## config.mk

```make
export PLATFORM = sky130hd
export DESIGN_NAME = tick_gen
export DESIGN_NICKNAME = d
export VERILOG_FILES = /design/src/rtl/tick_gen.sv
export SDC_FILE = /design/constraint.sdc
export NUM_CORES = 1
export LEC_CHECK = 0
export CORE_ASPECT_RATIO = 0.6
export CORE_MARGIN = 2
export CORE_UTILIZATION = 56
export DETAILED_ROUTE_END_ITERATION = 6
export MAX_ROUTING_LAYER = met4
export PLACE_DENSITY = 0.75
export RECOVER_POWER = 100
export SETUP_SLACK_MARGIN = 0.4
export SYNTH_ARGS = -nofsm -noshare
export SYNTH_HDL_FRONTEND = slang
export SYNTH_SLANG_ARGS = --single-unit
```

## constraint.sdc

```tcl
create_clock -name clk -period 1.9 [get_ports clk]
set_input_delay 0.57 -clock clk [delete_from_list [all_inputs] [get_ports clk]]
set_output_delay 0.57 -clock clk [all_outputs]
set_load 0.05 [all_outputs]
```

## src/rtl/tick_gen.sv

```systemverilog
// Tick source for the seconds counter: run-mode prescaler plus setup-mode debounced
// push-button with auto-repeat. Define TICK_GEN_ACCEL_EN to shorten the repeat period after 8 repeats.
module tick_gen #(
    parameter int DIV        = 50_000_000,
    parameter int DEB_CYCLES = 500_000,
    parameter int REP_DELAY  = 25_000_000,
    parameter int REP_PERIOD = 5_000_000
) (
    input  logic clk,
    input  logic rst,
    input  logic display,
    input  logic btn,
    output logic tick,
    output logic btn_db
);

    localparam int PW   = $clog2(DIV);
    localparam int DW   = $clog2(DEB_CYCLES + 1);
    localparam int TMAX = (REP_DELAY > REP_PERIOD) ? REP_DELAY : REP_PERIOD;
    localparam int TW   = $clog2(TMAX);

    localparam logic [PW-1:0] PRESC_LAST  = PW'(DIV - 1);
    localparam logic [DW-1:0] DEB_LAST    = DW'(DEB_CYCLES - 1);
    localparam logic [TW-1:0] DELAY_LAST  = TW'(REP_DELAY - 1);
    localparam logic [TW-1:0] PERIOD_LAST = TW'(REP_PERIOD - 1);

    typedef enum logic [1:0] {
        R_IDLE   = 2'd0,
        R_DELAY  = 2'd1,
        R_REPEAT = 2'd2
    } rep_state_t;

    logic            s1_p0;
    logic            s2_p1;
    logic            db_prev;
    logic [DW-1:0]   deb_cnt;
    logic            display_q;
    logic [PW-1:0]   presc, presc_nxt;
    logic [TW-1:0]   timer, timer_nxt;
    logic [TW-1:0]   rep_last;
    rep_state_t      state, state_nxt;
    logic            tick_nxt;
    logic            mode_chg;
    logic            db_rise;

    assign mode_chg = (display != display_q);
    assign db_rise  = btn_db & ~db_prev;

`ifdef TICK_GEN_ACCEL_EN
    localparam logic [TW-1:0] FAST_LAST = TW'((REP_PERIOD >> 2) - 1);

    logic [3:0] accel_cnt, accel_nxt;

    function automatic logic [3:0] sat_inc4(input logic [3:0] v);
        return (v == 4'hF) ? v : v + 4'd1;
    endfunction

    assign rep_last = (accel_cnt >= 4'd8) ? FAST_LAST : PERIOD_LAST;
`else
    assign rep_last = PERIOD_LAST;
`endif

    // Stage p0/p1: two-flop synchronizer, then debounce on the p1 level
    always_ff @(posedge clk) begin
        if (rst) begin
            s1_p0   <= 1'b0;
            s2_p1   <= 1'b0;
            btn_db  <= 1'b0;
            db_prev <= 1'b0;
            deb_cnt <= '0;
        end else begin
            s1_p0   <= btn;
            s2_p1   <= s1_p0;
            db_prev <= btn_db;
            if (s2_p1 != btn_db) begin
                if (deb_cnt == DEB_LAST) begin
                    btn_db  <= s2_p1;
                    deb_cnt <= '0;
                end else begin
                    deb_cnt <= deb_cnt + 1'b1;
                end
            end else begin
                deb_cnt <= '0;
            end
        end
    end

    // Tick generation: prescaler in run mode, repeat FSM in setup mode
    always_comb begin
        state_nxt = state;
        timer_nxt = timer;
        presc_nxt = presc;
        tick_nxt  = 1'b0;
        if (mode_chg) begin
            // A mode change resets both tick sources and never ticks itself
            state_nxt = R_IDLE;
            timer_nxt = '0;
            presc_nxt = '0;
        end else if (!display) begin
            state_nxt = R_IDLE;
            timer_nxt = '0;
            if (presc == PRESC_LAST) begin
                presc_nxt = '0;
                tick_nxt  = 1'b1;
            end else begin
                presc_nxt = presc + 1'b1;
            end
        end else begin
            presc_nxt = '0;
            case (state)
                R_IDLE: begin
                    if (db_rise) begin
                        tick_nxt  = 1'b1;
                        timer_nxt = '0;
                        state_nxt = R_DELAY;
                    end
                end
                R_DELAY: begin
                    if (!btn_db) begin
                        state_nxt = R_IDLE;
                        timer_nxt = '0;
                    end else if (timer == DELAY_LAST) begin
                        tick_nxt  = 1'b1;
                        timer_nxt = '0;
                        state_nxt = R_REPEAT;
                    end else begin
                        timer_nxt = timer + 1'b1;
                    end
                end
                R_REPEAT: begin
                    if (!btn_db) begin
                        state_nxt = R_IDLE;
                        timer_nxt = '0;
                    end else if (timer == rep_last) begin
                        tick_nxt  = 1'b1;
                        timer_nxt = '0;
                    end else begin
                        timer_nxt = timer + 1'b1;
                    end
                end
                default: begin
                    state_nxt = R_IDLE;
                    timer_nxt = '0;
                end
            endcase
        end
    end

`ifdef TICK_GEN_ACCEL_EN
    always_comb begin
        accel_nxt = accel_cnt;
        if (mode_chg || state_nxt != R_REPEAT)
            accel_nxt = 4'd0;
        else if (state == R_REPEAT && tick_nxt)
            accel_nxt = sat_inc4(accel_cnt);
    end

    always_ff @(posedge clk) begin
        if (rst)
            accel_cnt <= 4'd0;
        else
            accel_cnt <= accel_nxt;
    end
`endif

    always_ff @(posedge clk) begin
        if (rst) begin
            state     <= R_IDLE;
            timer     <= '0;
            presc     <= '0;
            display_q <= 1'b0;
            tick      <= 1'b0;
        end else begin
            state     <= state_nxt;
            timer     <= timer_nxt;
            presc     <= presc_nxt;
            display_q <= display;
            tick      <= tick_nxt;
        end
    end

endmodule
```

==> impl_summary.md <==
Critical path
The setup path with the least slack is of type reg -> reg. Among the stages of the critical path, the cell type that occurs most often is a21oi_1. For the worst flop-to-flop path, the logic depth is 8. For the worst setup path, the data required time is ~2200 ps. The endpoint identified for the worst register-to-register timing path is timer[7]. The critical register-to-register path startpoint is state[1]. The slowest stage of the critical path belongs to the cell dfxtp_1.

The critical path contains buffers and inverters numbering 2 combined. For the worst setup path, the data arrival time is 2420 ps. The critical path's largest stage delay is 370 ps.

The critical path endpoint category is a flop. The critical path goes through inv_1 > ha_1 > a21oi_1 > buf_4 > nand4_1 > nor3b_1 > o21ai_0 > a21oi_1. The gate family responsible for the most delay along the worst path is compound AO/OA/AOI/OAI gates.

The critical path launch point type is a flop. The critical path crosses 8 cells after its start point. The startpoint of the worst setup timing path is state[1].

Along the worst path, the maximum fanout reaches 4. The setup check on the worst reg-to-reg path leaves a slack of -230 ps.

Synth
After technology mapping, the gate count stands at between 400 and 500. The register bit total from synthesis is slightly below 80. The post-synthesis net count is ~420. The number of distinct standard cells referenced by the synthesized netlist is between 40 and 50.

After synthesis, the mean cell area works out to just under 9 um2. The proportion of register bits with asynchronous set or reset after synthesis is 0%. After synthesis, the largest family of logic cells by area is simple AND/OR/NAND/NOR gates. After Yosys synthesis, full adders, half adders and majority gates account for between 2 and 2.5% of the synthesized area. The xor and xnor area share after synthesis is between 10% and 20%. The synthesized netlist devotes between 30% and 40% of its cell area to simple gates. Among all flip-flop cells after synthesis, the most frequent one is dfxtp_1. The post-synthesis compound-gate area fraction is just under 4%.

The count of synthesis-stage warnings from yosys is 0. The sequential share of the synthesized area is 43.5%. The mapped netlist covers approximately 0.0036 mm2.

The number of flops mapped to enable cells by yosys is 0. Multiplexer cells account for under 10% of the synthesized area.

Routing
The total vias in the final route is roughly 3400. After detailed routing, the average wire length per cell comes to about 19 um. The number of detailed-routing iterations run before antenna repair is 5. For this block, the initial DRC count from the detailed router was 280. In this run the remaining antenna-violating nets after routing total 0.

For this block, the routed nets add up to between 10 and 15 mm of wire. After detailed routing, the number of remaining DRC violations is 0. After detailed routing, the number of vias per cell comes to between 5 and 6.

Die
The total I/O pin count is 6. The cell row count is 22. The initial core utilization is 58.2%. Measured along the y axis, the die boundary spans approximately 66 um. The core area is a little over 0.006 mm2. The die area is just over 0.007 mm2. The die outline width is around 110 um.

Clock network
The number of sinks on the clock net is 78. The number of buffers added to fix hold violations after cts is 0. At the later pin of the worst-skew pair, clock insertion delay measures between 300 and 400 ps. The total clock buffers created by CTS is 9. The TritonCTS clock tree is done. The clock transition at the registers of the reported paths is 90 ps. CTS built an H-tree with a depth of 3.

The maximum count of clock buffers along a single path is 2. The clock root buffer master is clkbuf_8.

Pwr
Total power for the finished layout comes to ~3.1 mW. IR analysis of the VDD net gives a maximum drop of approximately 0.00061 V. The leakage power summed over all cells is between 1.5 and 2 nW. The power density normalized to cell area is between 600 and 700 mW/mm2.

Layout
In the layout the commonest cells are nor2_1, buf_4, dfxtp_1, nand2_1, xor2_1. The number of antenna diodes in the final layout is 0. Cells fill between 80% and 90% of the core in the end. The net total in the final layout is about 510. The ratio of cells with drive above 1 in the final layout is between 30% and 40%.

The number of fill cells is between 300 and 400. Leaving out fill and tap cells, the most frequent cell in the layout is nor2_1. Compared with the post-synthesis result, the final layout area differs by 39.4%.

Worst hold path
The count of cells along the worst hold path is 1. The worst hold path belongs to the class reg -> reg. The start point of the worst hold path is s1_p0. The hold path endpoint is s2_p1.

Global routing
Entering global routing, the biggest net connects 23 pins. The initial antenna violation count is 0. Global routing used between 20% and 30% of the available tracks.

The number of global-route vias before repair was between 3000 and 4000. After global routing the overflow that remains totals 0. The first global-routing pass estimated between 10 and 15 mm of wire.

STA
The relative slew slack is slightly below 70%. Based on the critical path, the design can be clocked at up to 0.468 GHz. Between clock sinks in the finished design, the worst skew comes to about 13 ps. The shortest clock period the worst path allows after layout is roughly 2100 ps. Dividing the final minimum period by the clock period gives 112%. Setup slack on the critical path of the routed design comes to -235 ps. At the pin with the least slew margin, the transition time is 455 ps. The final hold violation count is 0.

The final number of max-transition violations is 0. Setup repair after global routing could not meet its margin everywhere. The final setup violation count is 25.

Placed design
The count of buffers added on input and output ports is 5. The congestion estimate from routability-driven global placement came to a little under 0.9. The half-perimeter wire length after detailed placement is about 5.2 mm.

Flow run
The tool flagged a number of max-cap violations equal to 0.

Outcome
The checks that failed: setup timing. The flow ran to the end, but the final reports show violations.
==> timing repair <==
item	4_1_cts	5_1_grt
cloned	5	0
buffers inserted	18	21
hold endpoints to repair	0	0
resized for setup	70	93
pin swaps	46	37
setup endpoints to repair	74	74
==> cell type report <==
cell class	count	area [um2]	share of cell area, %
repair buffers	81	652	13.0
multi-input cells	315	2380	47.6
flip-flops and latches	78	1620	32.3
clock inverters	6	86.3	1.73
clock buffers	10	128	2.55
well taps	84	105	2.10
inverters	9	33.8	0.675
==> metal layers <==
metal  up-vias  GRT usage (%)  routed length (um)
met5         -              -                   0
met4         0           10.9                 325
met3        39           8.28                 871
met2       149           41.5                5090
met1      1616           36.8                4640
li1       1554              -                   -
==> power breakdown <==
part           total (mW)  leakage, nW  internal (mW)  switching (mW)
sequential           1.63        0.645           1.63         0.00600
clock                1.40        0.106          0.738           0.660
combinational      0.0653        0.943         0.0248          0.0405
==> worst max path at each step <==
stage | slack, ps | endpoint
2_1_floorplan | 90 | tick
3_3_place_gp | -60 | tick
3_5_place_dp | -100 | tick
4_1_cts | -20 | timer[12]
5_1_grt | -350 | timer[7]
6_report | -230 | timer[7]
==> cells in the mapped netlist (3+ instances only) <==
cell type	n	area share, %
nor2_1	89	9.3
dfxtp_1	78	43
nand2_1	35	3.7
xor2_1	32	7.8
xnor2_1	29	7.1
nand3_1	25	3.5
nand4_1	16	2.8
and3_1	10	1.7
inv_1	9	0.94
nor3_1	9	1.3
a21oi_1	7	0.98
clkbuf_1	7	0.73
ha_1	7	2.4
nor2b_1	6	1.0
and2_1	3	0.52
and4_1	3	0.73
nand2b_1	3	0.52
nand3b_1	3	0.63
nor4b_1	3	0.73
o21ai_0	3	0.42
==> stage by stage <==
stage	hold slack [ps]	worst slack [ps]	setup TNS, ps	area, um2	instances
finish	449	-235	-1120	5000	583
CTS	450	-24.7	-261	4630	562
floorplan	414	94.6	0	3670	413
global route	470	-351	-3990	5000	583
global placement	438	-59.9	-89.9	4010	523
detailed placement	445	-95.2	-188	4010	523
==> flip-flops by register name, indices dropped and copies added (netlist names), 2 cells and up <==
register	flops
presc	26
state	2
timer	25
deb_cnt	19
==> kinds of logic (layout without fill, tap and decap cells) <==
group                    count (synthesis)  in the layout
AO/OA/AOI/OAI                           19             19
XOR/XNOR                                61             61
adder cells (fa/ha/maj)                  7              7
buffers and inverters                   20            106
flip-flops                              78             78
multiplexers                             4              4
AND/OR/NAND/NOR                        224            224
Note: power is estimated with default switching activity, not from simulation.
